File: config.mk
export PLATFORM = sky130hd
export DESIGN_NAME = maxpool_unit
export DESIGN_NICKNAME = d
export VERILOG_FILES = /design/src/rtl/sys_types_pkg.sv /design/src/rtl/maxpool_channel.sv /design/src/rtl/maxpool_unit.sv
export SDC_FILE = /design/constraint.sdc
export NUM_CORES = 2
export LEC_CHECK = 0
export CAP_MARGIN = 5
export CORE_MARGIN = 10
export CORE_UTILIZATION = 45
export DETAILED_ROUTE_END_ITERATION = 8
export PLACE_DENSITY_LB_ADDON = 0.12
export RECOVER_POWER = 25
export SETUP_SLACK_MARGIN = 0.02
export SLEW_MARGIN = 20
export SYNTH_ARGS = -nofsm -noshare
export SYNTH_HDL_FRONTEND = slang
export SYNTH_SLANG_ARGS = --single-unit
File: constraint.sdc
create_clock -name clk -period 8.4 [get_ports clk]
set_input_delay 2.52 -clock clk [delete_from_list [all_inputs] [get_ports clk]]
set_output_delay 2.52 -clock clk [all_outputs]
set_load 0.05 [all_outputs]
File: src/rtl/sys_types_pkg.sv
// Shared scalar types plus the partial-window entry used by the max-pool tables.
package sys_types;

  typedef logic signed [7:0]  int8_t;
  typedef logic signed [31:0] int32_t;

  // Largest feature-map edge any layer may use; sizes the stored pooled row.
  localparam int POOL_MAX_N  = 64;
  localparam int POOL_P_BITS = $clog2(POOL_MAX_N) - 1;

  typedef struct packed {
    int8_t                  max;
    logic [3:0]             mask;
    logic [POOL_P_BITS-1:0] prow;
  } pool_entry_t;

  // Ties keep the stored value.
  function automatic int8_t smax8(input int8_t stored, input int8_t incoming);
    return (incoming > stored) ? incoming : stored;
  endfunction

endpackage

File: src/rtl/maxpool_channel.sv
// One channel of 2x2/stride-2 max pooling: partial-window table keyed by pooled
// column, plus the one-cycle output register shared with the bypass path.
module maxpool_channel
  import sys_types::*;
#(
  parameter int MAX_N  = 64,
  parameter int N_BITS = $clog2(MAX_N),
  parameter int P_BITS = N_BITS - 1
) (
  input  logic              clk,
  input  logic              reset,
  input  logic              bypass_pool,
  input  logic              clear,
  input  logic              in_valid,
  input  logic [N_BITS-1:0] in_row,
  input  logic [N_BITS-1:0] in_col,
  input  int8_t             in_data,
  output logic              out_valid,
  output logic [N_BITS-1:0] out_row,
  output logic [N_BITS-1:0] out_col,
  output int8_t             out_data,
  output logic              idle,
  output logic              error
);

  localparam int ENTRIES = MAX_N / 2;

  pool_entry_t           r_table [ENTRIES];
  logic                  r_out_valid;
  logic [N_BITS-1:0]     r_out_row;
  logic [N_BITS-1:0]     r_out_col;
  int8_t                 r_out_data;
  logic                  r_error;

  logic [P_BITS-1:0]      w_pc;
  logic [P_BITS-1:0]      w_prow;
  logic [POOL_P_BITS-1:0] w_prow_ext;
  logic [1:0]             w_pos;
  pool_entry_t            w_ent;
  logic                   w_live;
  logic                   w_empty;
  logic                   w_match;
  logic                   w_bit_set;
  logic                   w_accept;
  logic                   w_err;
  logic                   w_done;
  logic                   w_pass;
  logic [3:0]             w_mask_new;
  int8_t                  w_max_new;
  logic                   w_any_mask;

  assign w_pc       = in_col[N_BITS-1:1];
  assign w_prow     = in_row[N_BITS-1:1];
  assign w_prow_ext = POOL_P_BITS'(w_prow);
  assign w_pos      = {in_row[0], in_col[0]};
  assign w_ent      = r_table[w_pc];

  // clear wins over any coincident input, in both modes.
  assign w_live     = in_valid && !clear;
  assign w_pass     = w_live && bypass_pool;
  assign w_empty    = (w_ent.mask == 4'b0000);
  assign w_match    = (w_ent.prow == w_prow_ext);
  assign w_bit_set  = w_ent.mask[w_pos];
  assign w_accept   = w_live && !bypass_pool && (w_empty || (w_match && !w_bit_set));
  assign w_err      = w_live && !bypass_pool && !w_empty && (!w_match || w_bit_set);
  assign w_mask_new = (w_empty ? 4'b0000 : w_ent.mask) | (4'b0001 << w_pos);
  assign w_max_new  = w_empty ? in_data : smax8(w_ent.max, in_data);
  assign w_done     = w_accept && (w_mask_new == 4'b1111);

  always_ff @(posedge clk) begin
    if (reset) begin
      for (int i = 0; i < ENTRIES; i++) r_table[i] <= '0;
      r_out_valid <= 1'b0;
      r_out_row   <= '0;
      r_out_col   <= '0;
      r_out_data  <= '0;
      r_error     <= 1'b0;
    end else begin
      r_out_valid <= 1'b0;
      if (w_err) r_error <= 1'b1;
      if (clear) begin
        for (int i = 0; i < ENTRIES; i++) r_table[i].mask <= 4'b0000;
      end else if (w_accept) begin
        // A completed window frees its entry in the same cycle it is emitted.
        r_table[w_pc] <= w_done ? '0 : '{max: w_max_new, mask: w_mask_new, prow: w_prow_ext};
      end
      if (w_done) begin
        r_out_valid <= 1'b1;
        r_out_row   <= N_BITS'(w_prow);
        r_out_col   <= N_BITS'(w_pc);
        r_out_data  <= w_max_new;
      end else if (w_pass) begin
        r_out_valid <= 1'b1;
        r_out_row   <= in_row;
        r_out_col   <= in_col;
        r_out_data  <= in_data;
      end
    end
  end

  always_comb begin
    w_any_mask = 1'b0;
    for (int i = 0; i < ENTRIES; i++) w_any_mask = w_any_mask | (r_table[i].mask != 4'b0000);
  end

  assign out_valid = r_out_valid;
  assign out_row   = r_out_row;
  assign out_col   = r_out_col;
  assign out_data  = r_out_data;
  assign error     = r_error;
  assign idle      = !w_any_mask && !r_out_valid;

endmodule

File: src/rtl/maxpool_unit.sv
// SA_N independent max-pool channels between requantize and activation write-back.
module maxpool_unit
  import sys_types::*;
#(
  parameter int SA_N   = 4,
  parameter int MAX_N  = 64,
  parameter int N_BITS = $clog2(MAX_N),
  parameter int P_BITS = N_BITS - 1
) (
  input  logic                         clk,
  input  logic                         reset,
  input  logic                         bypass_pool,
  input  logic                         clear,
  input  logic [SA_N-1:0]              in_valid,
  input  logic [SA_N-1:0][N_BITS-1:0]  in_row,
  input  logic [SA_N-1:0][N_BITS-1:0]  in_col,
  input  int8_t [SA_N-1:0]             in_data,
  output logic [SA_N-1:0]              out_valid,
  output logic [SA_N-1:0][N_BITS-1:0]  out_row,
  output logic [SA_N-1:0][N_BITS-1:0]  out_col,
  output int8_t [SA_N-1:0]             out_data,
  output logic                         idle,
  output logic                         error
);

  logic [SA_N-1:0] w_err_ch;
  logic [SA_N-1:0] w_idle_ch;

  for (genvar g = 0; g < SA_N; g++) begin : g_ch
    maxpool_channel #(
      .MAX_N (MAX_N),
      .N_BITS(N_BITS),
      .P_BITS(P_BITS)
    ) u_ch (
      .clk        (clk),
      .reset      (reset),
      .bypass_pool(bypass_pool),
      .clear      (clear),
      .in_valid   (in_valid[g]),
      .in_row     (in_row[g]),
      .in_col     (in_col[g]),
      .in_data    (in_data[g]),
      .out_valid  (out_valid[g]),
      .out_row    (out_row[g]),
      .out_col    (out_col[g]),
      .out_data   (out_data[g]),
      .idle       (w_idle_ch[g]),
      .error      (w_err_ch[g])
    );
  end

  assign error = |w_err_ch;
  assign idle  = &w_idle_ch;

endmodule

==> metrics.yaml <==
outcome: "complete, but fails checks"
violations: "max-capacitance violations, max-slew violations"
synth_edf_count: 2176
finalSetupViolations: 0
hold_class: "flip-flop to flip-flop"
cp-startpoint: "in_col[10]"
drt_iter0_drc: 8545
ctsHoldBuffers: 0
min_from: "g_ch[2].u_ch.out_col[5]"
crit_fanout: 20
cts.clk_slew.worst_paths_ns: 0.06
vdd_ir_drop_max_mv: 0.182
fin_util: 0.511
cp_top_family: "buffers and inverters"
wl_per_cell_um: 30.1
ys_types: 76
final-hold-violation-count: 0
final_cells: 11100
final_antenna_net_count: 0
cp-end-kind: "flip-flop"
power.switching_mw: 6.76
dieArea_um2: 248000
htree_levels: 4
critical_path.slowest_cell: "clkbuf_1"
drive_gt1_frac: 0.151
gr-total-overflow: 0
ctsResizeCount: 0
comb_power_share: 0.106
skew_ns: 0.0356
grtUsageTotal: 0.262
switching_share: 0.256
netlist_instances: 7839
postCtsSetupBuffers: 0
cpPeakStageDelay_ns: 0.96
p_int_mw: 19.6
mostFrequentLayoutCells: "2176 x edfxtp_1, 1562 x nor2_1, 560 x nor3_1"
drv_slew: 111
yosys_most_used_dff: "edfxtp_1"
antenna_found_initial: 12
finalCritPeriodShare: 0.928
synth-seq-cells: 2264
arrival_ns: 8.38
num_rows: 175
hpwl_mm: 233
cts_buffers: 239
firstDrtPassIters: 6
maxCapViolations: 7
clkPwrFrac: 0.404
startpoint_type: "primary input"
p_per_area_nw_per_um2: 227
final_nets: 8044
r2r_end: "g_ch[0].u_ch.r_table[28][5]"
place_ws_ns: 0.382
die_x_um: 498
num_vias: 68900
grt_max_degree: 100
worst-path-buf-inv: 4
worstPathCellList: "dlygate4sd3_1 > clkbuf_1 > nor3b_1 > clkbuf_1 > a22oi_1 > nand4_1 > xor2_1 > a2111oi_2 > and3_1 > o21ai_4 > o21ai_2 > clkbuf_1 > nor2_1"
crit_top_cell: "clkbuf_1"
cts_tree: "done"
postSynthNetCount: 7959
r2r_slack_ns: 2.90
fin_ws_ns: 0.601
fin_tns_setup_ns: 0
syn_area_per_cell_um2: 13.1
routed_wl_mm: 336
fp.dieH_um: 498
seqPwrFrac: 0.490
viasPerCell: 6.18
port_buffers: 173
yosysWarnings: 0
final_common_cell: "edfxtp_1"
reg2reg_depth: 10
fmax_mhz: 128
tightest_slew_ns: 2.04
clock_latency_ns: 0.90
grt_pass1_wl_mm: 484
holdWs_ns: 0.452
rsz0062_at_grt: "false"
core_area_um2: 227000
clkSinkCount: 2264
critical_path_class: "primary input to flip-flop"
post-place-cells: 10700
drc: 0
area_delta_synth_final_pct: 13.0
syn_area_um2: 103000
clockBufferDepth: 3
cp.required_ns: 8.98
root_buffer: "clkbuf_16"
max_slew_margin: -0.377
p_leak_nw: 41.1
first_global_vias: 66500
r2r_start: "g_ch[0].u_ch.r_table[30][0]"
min_period_ns: 7.80
async_flop_share: 0
gp_congestion: 0.965
ioPinCount: 174
synth-seq-area-share: 0.653
critPathCapture: "g_ch[1].u_ch.r_table[20][7]"
cp.depth: 13
initial_core_util: 0.452
## worst min-delay path by stage
stage	end	slack (ns)	cells past startpoint
after floorplan	g_ch[0].u_ch.error	0.43	2
after global placement	g_ch[2].u_ch.out_col[5]	0.45	2
after detailed placement	g_ch[2].u_ch.out_col[5]	0.45	2
after CTS	g_ch[2].u_ch.out_col[5]	0.46	2
after global routing	g_ch[2].u_ch.out_col[5]	0.48	2
final	g_ch[2].u_ch.out_col[5]	0.45	2
## flip-flops by register name, indices dropped and copies added (netlist names)
signal,count
g_ch.u_ch.error,4
g_ch.u_ch.out_col,24
g_ch.u_ch.out_row,24
g_ch.u_ch.out_data,32
g_ch.u_ch.out_valid,4
g_ch.u_ch.r_table,2176
## synth_stat cells, types with 7 or more instances
library cell  number  share of area
a21oi_1           30         0.0015
a221o_1           23         0.0022
a22oi_1          144          0.011
a311oi_1          40         0.0034
a31oi_1           15        0.00091
and2_1            31         0.0019
and3_1            27         0.0016
and3b_1            9        0.00077
buf_1             67         0.0024
buf_2            156         0.0076
buf_4             25         0.0018
buf_6             21         0.0023
clkbuf_1         477          0.017
clkbuf_2           9        0.00044
dfxtp_1           88          0.017
edfxtp_1        2176           0.64
ha_1              32         0.0039
inv_1             32         0.0012
mux2i_1          517          0.050
mux4_2           291          0.064
nand2_1          406          0.015
nand2_2           16        0.00097
nand2_4           24         0.0026
nand2b_1          21         0.0013
nand3_1           38         0.0019
nand4_1           84         0.0051
nand4b_1          10        0.00085
nand4bb_1         22         0.0024
nor2_1          1564          0.057
nor2_2           121         0.0074
nor2b_1           19         0.0012
nor3_1           556          0.027
nor3_2             7        0.00068
nor3b_1           10        0.00073
nor4_1           211          0.013
o211ai_1          28         0.0020
o21ai_0          102         0.0050
o21ai_1           12        0.00058
o22ai_1          256          0.016
o31ai_1            7        0.00051
o31ai_2            7        0.00085
or4_1             12        0.00088
or4b_1             8        0.00078
or4b_2             8        0.00078
## cell type report
cell class                 instances  area (um^2)
antenna                            7         17.5
clock buffer                     299         6490
clock inverter                   149         1350
fill                           19600       111000
inverter                          32          125
multi-input combinational       4787        32300
sequential                      2264        67100
tap                             3009         3760
timing repair buffer             600         4860
## kinds of logic after synthesis
| group | synth area share |
|---|---|
| simple gates | 0.148 |
| buf+inv | 0.0334 |
| fa+ha+maj | 0.00390 |
| xor+xnor | 0.000512 |
| mux | 0.114 |
| flops | 0.653 |
| compound gates | 0.0471 |
## per-stage QoR
stage | power (mW) | area (um^2)
finish | 26.4 | 116000
floorplan | 14.7 | 103000
CTS | 26.5 | 117000
global route | 27.1 | 116000
detailed placement | 16.0 | 109000
global placement | 15.9 | 109000
## worst min-delay path: cells and delay by family, from the launching register on
kind / cells / cell delay (ns)
AND/OR/NAND/NOR: 1 / 0.05
flip-flops: 1 / 0.30
AO/OA/AOI/OAI: 1 / 0.05
## routing by layer
layer | GRT usage | wire length, um | vias to the layer above
met5 | 0 | 43 | -
li1 | - | - | 29700
met3 | 0.0474 | 29100 | 488
met4 | 0.0783 | 10400 | 8
met1 | 0.377 | 141000 | 35400
met2 | 0.408 | 155000 | 3290
## power by group through the flow
stage,Clock [mW],Combinational (mW),Sequential [mW]
2_1_floorplan,0,1.62,13.1
3_3_place_gp,0,2.80,13.1
3_5_place_dp,0,2.81,13.2
4_1_cts,10.8,2.82,12.9
5_1_grt,11.2,2.94,13.0
6_report,10.6,2.79,12.9
Power figures use the tool's default switching activity.
